==> src/rtl/move_input_ctrl.sv <==
// Push-button front end for the 2048 game: synchronizes and debounces five raw
// active-low buttons, issues one-shot move/start commands and tracks move history.
module move_input_ctrl #(
    parameter int DB_CYCLES = 16
) (
    input  logic       clk,
    input  logic       reset,
    input  logic       btn_left_n,
    input  logic       btn_right_n,
    input  logic       btn_up_n,
    input  logic       btn_down_n,
    input  logic       btn_start_n,
    input  logic       en,
    output logic       mov_left,
    output logic       mov_right,
    output logic       mov_up,
    output logic       mov_down,
    output logic       start,
    output logic [1:0] last_dir,
    output logic [7:0] move_count,
    output logic [1:0] fsm_state
);

    localparam int CW = (DB_CYCLES > 2) ? $clog2(DB_CYCLES) : 1;
    localparam logic [CW-1:0] CNT_LAST = CW'(DB_CYCLES - 1);

    typedef enum logic [1:0] {
        IDLE     = 2'd0,
        FIRE     = 2'd1,
        WAIT_REL = 2'd2
    } state_t;

    // Bit order: 0 left, 1 right, 2 up, 3 down, 4 start (matches direction codes).
    logic [4:0]    raw;
    logic [4:0]    sync1;
    logic [4:0]    sync2;
    logic [4:0]    db;
    logic [CW-1:0] cnt [5];

    assign raw = {btn_start_n, btn_down_n, btn_up_n, btn_right_n, btn_left_n};

    always_ff @(posedge clk or negedge reset) begin
        if (!reset) begin
            sync1 <= '1;
            sync2 <= '1;
        end else begin
            sync1 <= raw;
            sync2 <= sync1;
        end
    end

    // The counter is cleared by any sample that agrees with the debounced level,
    // so only DB_CYCLES uninterrupted disagreeing samples flip the level.
    for (genvar i = 0; i < 5; i++) begin : g_db
        always_ff @(posedge clk or negedge reset) begin
            if (!reset) begin
                cnt[i] <= '0;
                db[i]  <= 1'b1;
            end else if (sync2[i] == db[i]) begin
                cnt[i] <= '0;
            end else if (cnt[i] == CNT_LAST) begin
                cnt[i] <= '0;
                db[i]  <= ~db[i];
            end else begin
                cnt[i] <= cnt[i] + 1'b1;
            end
        end
    end

    state_t     state;
    state_t     state_next;
    logic [1:0] dir_q;
    logic [1:0] dir_next;
    logic [3:0] pressed;
    logic       fire_entry;
    logic       start_prev;

    assign pressed    = ~db[3:0];
    assign fire_entry = (state == IDLE) && (state_next == FIRE);
    assign fsm_state  = state;

    always_comb begin
        state_next = state;
        dir_next   = dir_q;
        case (state)
            IDLE: begin
                if (en && (pressed != 4'b0000)) begin
                    state_next = FIRE;
                    if (pressed[0])      dir_next = 2'd0;
                    else if (pressed[1]) dir_next = 2'd1;
                    else if (pressed[2]) dir_next = 2'd2;
                    else                 dir_next = 2'd3;
                end
            end
            FIRE:     state_next = WAIT_REL;
            WAIT_REL: if (pressed == 4'b0000) state_next = IDLE;
            default:  state_next = IDLE;
        endcase
    end

    // Command outputs are registered from the next-state decode so they are
    // low exactly during the FIRE cycle without a combinational output path.
    always_ff @(posedge clk or negedge reset) begin
        if (!reset) begin
            state      <= IDLE;
            dir_q      <= 2'd0;
            mov_left   <= 1'b1;
            mov_right  <= 1'b1;
            mov_up     <= 1'b1;
            mov_down   <= 1'b1;
            last_dir   <= 2'd0;
            move_count <= 8'd0;
            start_prev <= 1'b1;
            start      <= 1'b1;
        end else begin
            state      <= state_next;
            dir_q      <= dir_next;
            mov_left   <= !(fire_entry && (dir_next == 2'd0));
            mov_right  <= !(fire_entry && (dir_next == 2'd1));
            mov_up     <= !(fire_entry && (dir_next == 2'd2));
            mov_down   <= !(fire_entry && (dir_next == 2'd3));
            if (fire_entry) begin
                last_dir   <= dir_next;
                move_count <= move_count + 8'd1;
            end
            start_prev <= db[4];
            start      <= !(start_prev && !db[4]);
        end
    end

endmodule

==> config.mk <==
export PLATFORM = sky130hd
export DESIGN_NAME = move_input_ctrl
export DESIGN_NICKNAME = d
export VERILOG_FILES = /design/src/rtl/move_input_ctrl.sv
export SDC_FILE = /design/constraint.sdc
export NUM_CORES = 1
export LEC_CHECK = 0
export BUFFER_PORTS_ARGS = -buffer_cell sky130_fd_sc_hd__buf_2
export CAP_MARGIN = 5
export CELL_PAD_IN_SITES_DETAIL_PLACEMENT = 1
export CELL_PAD_IN_SITES_GLOBAL_PLACEMENT = 1
export CORE_MARGIN = 4
export CORE_UTILIZATION = 46
export DETAILED_ROUTE_END_ITERATION = 7
export PLACE_DENSITY_LB_ADDON = 0.1
export SLEW_MARGIN = 20
export SYNTH_ARGS = -nofsm -noshare
export SYNTH_HDL_FRONTEND = slang
export SYNTH_SLANG_ARGS = --single-unit
==> constraint.sdc <==
create_clock -name clk -period 2.1 [get_ports clk]
set_clock_uncertainty 0.05 [all_clocks]
set_input_delay 0.105 -clock clk [delete_from_list [all_inputs] [get_ports clk]]
set_output_delay 0.105 -clock clk [all_outputs]
set_load 0.05 [all_outputs]
# After elaboration in Yosys (flattened, before gate mapping)
# Cells that the tools add are included.
[word_totals] ff_bits=55 wordCells=95
[classes] addsub=6 n_eq_ne=16 n_mux=18 n_reduce_logical=22 n_bitwise=11
[op_table] op="$mux W4" count=10
[op_table] op="$add A4 B1 Y4 const B" count=5
[op_table] op="$eq A4 B4 Y1 const B" count=5
[op_table] op="$mux W2" count=6
[op_table] op="$not A1 Y1" count=10
[op_table] op="$reduce_and A2 Y1" count=5
[op_table] op="$add A8 B1 Y8 const B" count=1
[op_table] op="$logic_and A1 B1 Y1" count=7
[op_table] op="$eq A2 B1 Y1 const B" count=3
[op_table] op="$eq A2 B2 Y1 const B" count=3
[op_table] op="$logic_not A1 Y1" count=6
[op_table] op="$pmux W2 S3" count=1
[op_table] op="$eq A1 B1 Y1" count=5
[op_table] op="$logic_not A2 Y1" count=2
[op_table] op="$logic_not A4 Y1" count=1
[op_table] op="$not A4 Y4" count=1
[op_table] op="$reduce_bool A4 Y1" count=1
[op_table] op="$mux W1" count=1

# Logic depth before layout (Yosys ltp)
# Gate-level depths: netlist of the first run.
[depth] depth_word=9 ltp_mapped=5

# Least setup slack after synthesis of the first run
# OpenSTA, ideal clock, no wires.
[synth_timing] path_kind="register -> register" startpoint="register state[1], in the netlist fsm_state[1]" endpoint="register move_count[1]" synth_period_minus_slack_ps=1812 required_ps=1923 arrival_time_ps=1634 stages_incl_launch_ff=5 slack_ps=288 path_cell_list="dfrtp_1 > nor3b_1 > nand2_2 > inv_2 > mux2_1"
[synth_between] elab_chain_cells=4
[synth_lines] element="from (decl)" line="70" rtl="state_t state;"
[synth_lines] element="from (signal assigned)" line="116" rtl="state <= state_next;"
[synth_lines] element="$eq A2 B2 Y1 (tied with other cells)" line="85" rtl="case (state)"
[synth_lines] element="$pmux W2 S3 (*)" line="85"
[synth_lines] element="net state_next[0]" line="71" rtl="state_t state_next;"
[synth_lines] element="$eq A2 B1 Y1 (*)" line="79" rtl="assign fire_entry = (state == IDLE) && (state_next == FIRE);"
[synth_lines] element="$logic_and A1 B1 Y1 (*)" line="79"
[synth_lines] element="to (signal assigned)" line="124" rtl="move_count <= move_count + 8'd1;"
[synth_lines] element="to (decl)" line="20" rtl="output logic [7:0] move_count,"
# The timed path passes the listed nets; every way through them passes the cells marked *.
# A chain may end at the register's enable or synchronous reset.

# Final worst setup path of the first run
[layout_timing] startpoint="register state[1], in the netlist fsm_state[1]" endpoint="register move_count[7]"
[layout_between] elab_chain_cells=4
[layout_lines] element="$eq A2 B2 Y1 (tied with other cells)" line="85"
[layout_lines] element="$pmux W2 S3" line="85"
[layout_lines] element="$eq A2 B1 Y1" line="79"
[layout_lines] element="$logic_and A1 B1 Y1 (*)" line="79"
# Mark *: on every way between the ends. The rest lies on a longest branch, timed or not.

==> reports/qor.yml, run 1 <==
status: "finished clean"
root_buffer: "clkbuf_8"
dp.cells: 236
crit_buf_inv: 0
p_leak_nw: 1.052
clk_path_buf_depth: 2
cp_num_cells: 3
finalCritPeriodShare_pct: 76.40
final_area_um2: 2476
reg2reg_to: "move_count[7]"
remaining_drc_errors: 0
yosysTopAreaCell: "dfrtp_1"
ys_types: 33
die_area_um2: 5806
via_count: 1331
die_w_um: 76.20
syn_nets: 175
syn-cell-area_um2: 2140
tritoncts: "yes"
ys_seq_elements: 53
synth_async_sr_flop_share_pct: 100.0
cpPeakStageDelay_ns: 0.54
worst_pin_slew_ns: 0.6085
core_um2: 4414
critical-path-slowest-cell: "or3b_1"
max_freq_mhz: 623.3
rows: 24
final_util_pct: 56.09
synthToLayoutAreaGrowth_pct: 15.73
start_util_pct: 48.47
final_cell_mix: "dfrtp_1, buf_2, dfstp_2"
gp_congestion: 0.7332
port_buffers: 24
grt_pass1_vias: 1517
cts_made_buffers: 5
slew_headroom_pct: 59.43
r2r-start: "fsm_state[1]"
seq_area_frac_synth_pct: 63.22
routedWlPerCell_um: 16.24
grt_max_degree: 28
drive_gt1_share_pct: 34.34
final_cell_count_no_fill: 250
synthTopCellsByArea: "dfrtp_1, dfstp_2, xnor2_1, ha_1, mux2_2"
drt_iter0_markers: 49
path_clk_slew_ns: 0.09
worst-endpoint-arrival_ns: 1.79
cts_setup_buffers: 0
ys_warn_count: 0
cts_max_level: 2
worst_hold_path.num_cells: 4
dpl.hpwl_um: 2982
ant_nets: 0
die_h_um: 76.20
setup.worst_path.end: "move_count[7]"
ys.flop_type: "dfrtp_1"
hold_path_class: "input port to flop"
setup.worst_path.end_class: "flop"
grt_pass1_wl_um: 7203
maxCapViolations: 0
viasPerCell: 5.324
grt_overflow: 0
nNetsFinal: 211
p_per_area_nw_per_um2: 997.2
rsz0062_at_grt: "false"
clock_latency_ns: 0.31
worstRegToRegCells: 3
clock_sinks: 53
crit_path_start_kind: "flop"
avgSynthCellArea_um2: 13.29
crit_start: "fsm_state[1]"
path_cells: "or3b_1 -> nor4_2 -> xor2_1"
crit_family: "simple AND/OR/NAND/NOR gates"
post-route-min-period_ns: 1.604
antenna_cells: 0
critPathMaxFanout: 8
required_ns: 2.28
setup_tns_ns: 0
grt_use_total_pct: 15.54
placement.cell_area_um2: 2328
hold_viol_final: 0
routed_wl_um: 4060
firstDrtPassIters: 4
post_cts_resized: 0
finalSetupViolations: 0
io_pins: 25
layout_commonest_cell: "dfrtp_1"
worst-r2r-setup-slack_ns: 0.50
antenna_found_initial: 0
finalMaxSlewViolations: 0
path_class: "flop to flop"
yosys.area.top_type_share_pct: 37.43
netlist_instances: 161
vdd_drop_max_v: 0.0006405
synth_edf_count: 0
-- registers in the layout, indices dropped and copies added, names as in the netlist, 2 cells and up --
| signal | count |
|---|---|
| fsm_state | 2 |
| sync2 | 5 |
| move_count | 8 |
| sync1 | 5 |
| last_dir | 2 |
| cnt | 20 |
| db | 5 |
-- cells by family (layout without fill, tap and decap cells) --
| logic type | count (synthesis) | in the layout | synth area share, % |
|---|---|---|---|
| xor+xnor | 17 | 17 | 6.959 |
| fa+ha+maj | 6 | 6 | 3.509 |
| simple gates | 50 | 50 | 15.79 |
| buf+inv | 10 | 47 | 2.339 |
| flops | 53 | 53 | 63.22 |
| mux | 7 | 7 | 3.684 |
| compound gates | 18 | 18 | 4.503 |
-- through the flow --
stage               power [W]  worst slack (ns)  hold WS [ns]
detailed placement   0.001926            0.4857       0.09708
finish               0.002469            0.4955        0.2617
floorplan            0.001736            0.2882       -0.2406
global route         0.002606            0.4070        0.2630
CTS                  0.002504            0.4641        0.2631
global placement     0.001893            0.5469       0.07733
-- cell usage after synthesis, drive strengths merged, types with 2 or more instances --
cell type / count
nand2b: 2
nor4b: 2
ha: 6
dfstp: 21
nand2: 4
nor2: 6
nand4: 2
xor2: 4
nand4b: 5
inv: 7
mux2: 7
buf: 3
nor4: 2
nand3: 10
nor3b: 6
nor2b: 5
dfrtp: 32
o21ai: 6
xnor2: 13
a21oi: 10
-- per-layer routing --
layer,part of all wire (%),track usage (%)
met1,41,18.40
met2,55,27.65
met3,3.0,3.428
met4,1.4,5.245
met5,0,0
-- power breakdown --
group / switching (W) / total [W] / internal [W]
clock network: 0.000327 / 0.000562 / 0.000235
registers: 0.000125 / 0.00127 / 0.00114
logic: 0.000444 / 0.000638 / 0.000194
total: 0.000896 / 0.00247 / 0.00157
-- worst register-to-register path: stages, from the launching register on --
cell and delay (ns):
dfrtp_1 0.41, or3b_1 0.54, nor4_2 0.36, xor2_1 0.18
-- worst min-delay path by stage --
stage,startpoint,to,slack [ns]
floorplan,reset,cnt[0],-0.24
global placement,reset,cnt[6],0.08
detailed placement,reset,cnt[5],0.1
CTS,en,mov_left,0.26
global route,en,mov_right,0.26
finish,en,mov_left,0.26
-- cell type report --
class                           count  area, um^2
Fill cell                         465        1938
Sequential cell                    53        1353
Multi-Input combinational cell     98       737.0
Timing Repair Buffer               32       207.7
Clock buffer                        6       72.57
Tap cell                           52       65.06
Inverter                            7       26.28
Clock inverter                      2       15.01
-- what timing repair did --
item	in CTS	in global routing
endpoints found under the hold margin	21	0
hold buffers	6	0
endpoints found under the setup margin	0	0
No activity file was read; power rests on OpenSTA's default activity.
==> run 2, diff against run 1 <==
Settings changed: ABC_AREA set to 1, CORE_UTILIZATION 46 to 45.
Clock period 2.1 ns to 1.6 ns, I/O delays scaled along.
==> reports/qor.yml, run 2 <==
die_w_um: 76.81  # +0.80%
worstRegToRegCells: 5  # +2
via_count: 1446  # +8.6%
finalPower_w: 0.003302  # +34%
synth_common_cells: "nand2_1, dfrtp_1, nor2_1"
yosys.area.top_type_share_pct: 37.58  # +0.15 points
preCtsSetupSlack_ns: 0.08988  # -0.3958 ns
path_cells: "nor2_1 -> nand2_1 -> nor2_4 -> inv_4 -> or2_2"
die_h_um: 76.81  # +0.80%
root_buffer: "clkbuf_8"
grt_use_total_pct: 15.32  # -0.21 points
crit_family: "simple AND/OR/NAND/NOR gates"
critical-path-slowest-cell: "dfrtp_1"
routedWlPerCell_um: 13.66  # -16%
ys.flop_type: "dfrtp_1"
finalSetupViolations: 0  # unchanged
rsz0062_at_grt: "false"
synthToLayoutAreaGrowth_pct: 18.61
post-route-min-period_ns: 1.435  # -0.1695 ns
crit_buf_inv: 1  # +1
cts_max_level: 2  # unchanged
rows: 24  # unchanged
core_um2: 4474  # +1.4%
port_buffers: 24  # unchanged
netlist_instances: 195  # +21%
clock_latency_ns: 0.30  # about the same
largest_registers: "cnt: 20 flops, move_count: 8 flops"
path_clk_slew_ns: 0.09  # about the same
io_pins: 25  # unchanged
vdd_drop_max_v: 0.0004987  # -22%
antenna_cells: 0  # unchanged
p_per_area_nw_per_um2: 1306  # +31%
worst-endpoint-arrival_ns: 1.62  # -0.17 ns
hold_path_class: "input port to flop"
final_area_um2: 2527  # +2.1%
finalCritPeriodShare_pct: 89.68  # +13 points
clk_path_buf_depth: 2  # unchanged
p_leak_nw: 1.196  # +14%
gp_congestion: 0.7434  # +1.4%
synth_async_sr_flop_share_pct: 100.0  # unchanged
routed_wl_um: 3947  # -2.8%
grt_pass1_vias: 1649  # +8.7%
drt_iter0_markers: 55  # +12%
placement.cell_area_um2: 2313  # -0.64%
final_cell_mix: "nand2_1, dfrtp_1, nor2_1, buf_2, dfstp_2"
die_area_um2: 5900  # +1.6%
antenna_found_initial: 0  # unchanged
dpl.hpwl_um: 2858  # -4.1%
cp_num_cells: 5  # +2
cpPeakStageDelay_ns: 0.39  # -0.15 ns
setup_tns_ns: 0  # unchanged
max_freq_mhz: 696.9  # +12%
avgSynthCellArea_um2: 10.93  # -18%
hold_viol_final: 0  # unchanged
ant_nets: 0  # unchanged
syn-cell-area_um2: 2131  # -0.41%
largest_reg_flops: 20  # unchanged
viasPerCell: 5.003  # -6.0%
worst_pin_slew_ns: 0.3446  # -0.2639 ns
maxCapViolations: 0  # unchanged
synth_edf_count: 0  # unchanged
tritoncts: "yes"
required_ns: 1.78  # -0.50 ns
path_class: "flop to flop"
finalMaxSlewViolations: 0  # unchanged
regMostFlops: "cnt"
nNetsFinal: 250  # +18%
synthTopCellsByArea: "dfrtp_1, dfstp_2, nand2_1, nor2_1, nand3_1"
setup.worst_path.end_class: "flop"
worst_hold_path.num_cells: 4  # unchanged
ys_types: 24  # -27%
ys_seq_elements: 53  # unchanged
seq_area_frac_synth_pct: 63.48  # +0.26 points
synth_most_common_cell: "nand2_1"
start_util_pct: 47.62  # -0.85 points
drive_gt1_share_pct: 27.85  # -6.5 points
grt_pass1_wl_um: 7231  # +0.39%
layout_commonest_cell: "nand2_1"
critPathMaxFanout: 11  # +3
status: "finished clean"
crit_path_start_kind: "flop"
slew_headroom_pct: 76.86  # +17 points
ys_warn_count: 0  # unchanged
firstDrtPassIters: 4  # unchanged
syn_nets: 209  # +19%
yosysTopAreaCell: "dfrtp_1"
remaining_drc_errors: 0  # unchanged
clock_sinks: 53  # unchanged
layout_setup_ws_ns: 0.1651  # -0.3305 ns
grt_overflow: 0  # unchanged
grt_max_degree: 54  # +93%
cts_made_buffers: 5  # unchanged
-- run 2: cell type report --
| type | instances | area, um^2 |
|---|---|---|
| sequential | 53 | 1353 |
| clock buffer | 7 | 86.33 |
| inverter | 10 | 40.04 |
| fill | 495 | 1947 |
| timing repair buffer | 36 | 237.7 |
| clock inverter | 1 | 30.03 |
| multi-input combinational | 130 | 715.7 |
| tap | 52 | 65.06 |
-- run 2: power by group --
| group | switching, W | total, W | internal, W |
|---|---|---|---|
| registers | 0.000130 | 0.00161 | 0.00148 |
| logic | 0.000532 | 0.000775 | 0.000242 |
| clock network | 0.000407 | 0.000917 | 0.000510 |
| total | 0.00107 | 0.00330 | 0.00223 |
-- run 2: final timing paths --
kind                               from         to  slack (ns)
hold reg to reg                sync1[0]   sync2[0]        0.31
min in group asynchronous         reset     cnt[6]        0.24
setup reg to reg           fsm_state[1]   mov_left        0.17
setup / recovery           fsm_state[1]   mov_left        0.17
hold / removal                       en  mov_right        0.13
max in group asynchronous         reset   sync1[2]        0.97
-- run 2: logic make-up after synthesis --
| group | Yosys count | share of synthesized area [%] |
|---|---|---|
| fa+ha+maj | 6 | 3.523 |
| simple gates | 99 | 20.73 |
| compound gates | 8 | 1.996 |
| mux | 3 | 1.585 |
| flops | 53 | 63.48 |
| buf+inv | 12 | 2.936 |
| xor+xnor | 14 | 5.755 |
-- run 2: repair_timing --
action | in CTS | in global routing
buffers inserted | 0 | 5
setup endpoints to repair | 0 | 1
hold buffers | 6 | 0
gates resized for setup | 0 | 0
endpoints found under the hold margin | 58 | 0
-- run 2: through the flow --
step / hold slack [ns] / utilization [%] / instances
2_1_floorplan: -0.2656 / - / 195
3_3_place_gp: 0.03706 / 51.71 / 270
3_5_place_dp: 0.04621 / 51.71 / 270
4_1_cts: 0.08242 / 55.65 / 284
5_1_grt: 0.1412 / 56.49 / 289
6_report: 0.1286 / 56.49 / 289
-- run 2: layer usage --
metal	vias up	share of wire, %	global-route usage, %
met5	-	0	0
li1	702	-	-
met3	8	3.4	3.162
met4	0	1.9	6.522
met1	714	41	17.41
met2	22	54	27.70
-- run 2: worst min-delay path: cells and delay by family --
kind | cells | cell delay [ns]
buffers and inverters | 1 | 0.10
AND/OR/NAND/NOR | 3 | 0.28
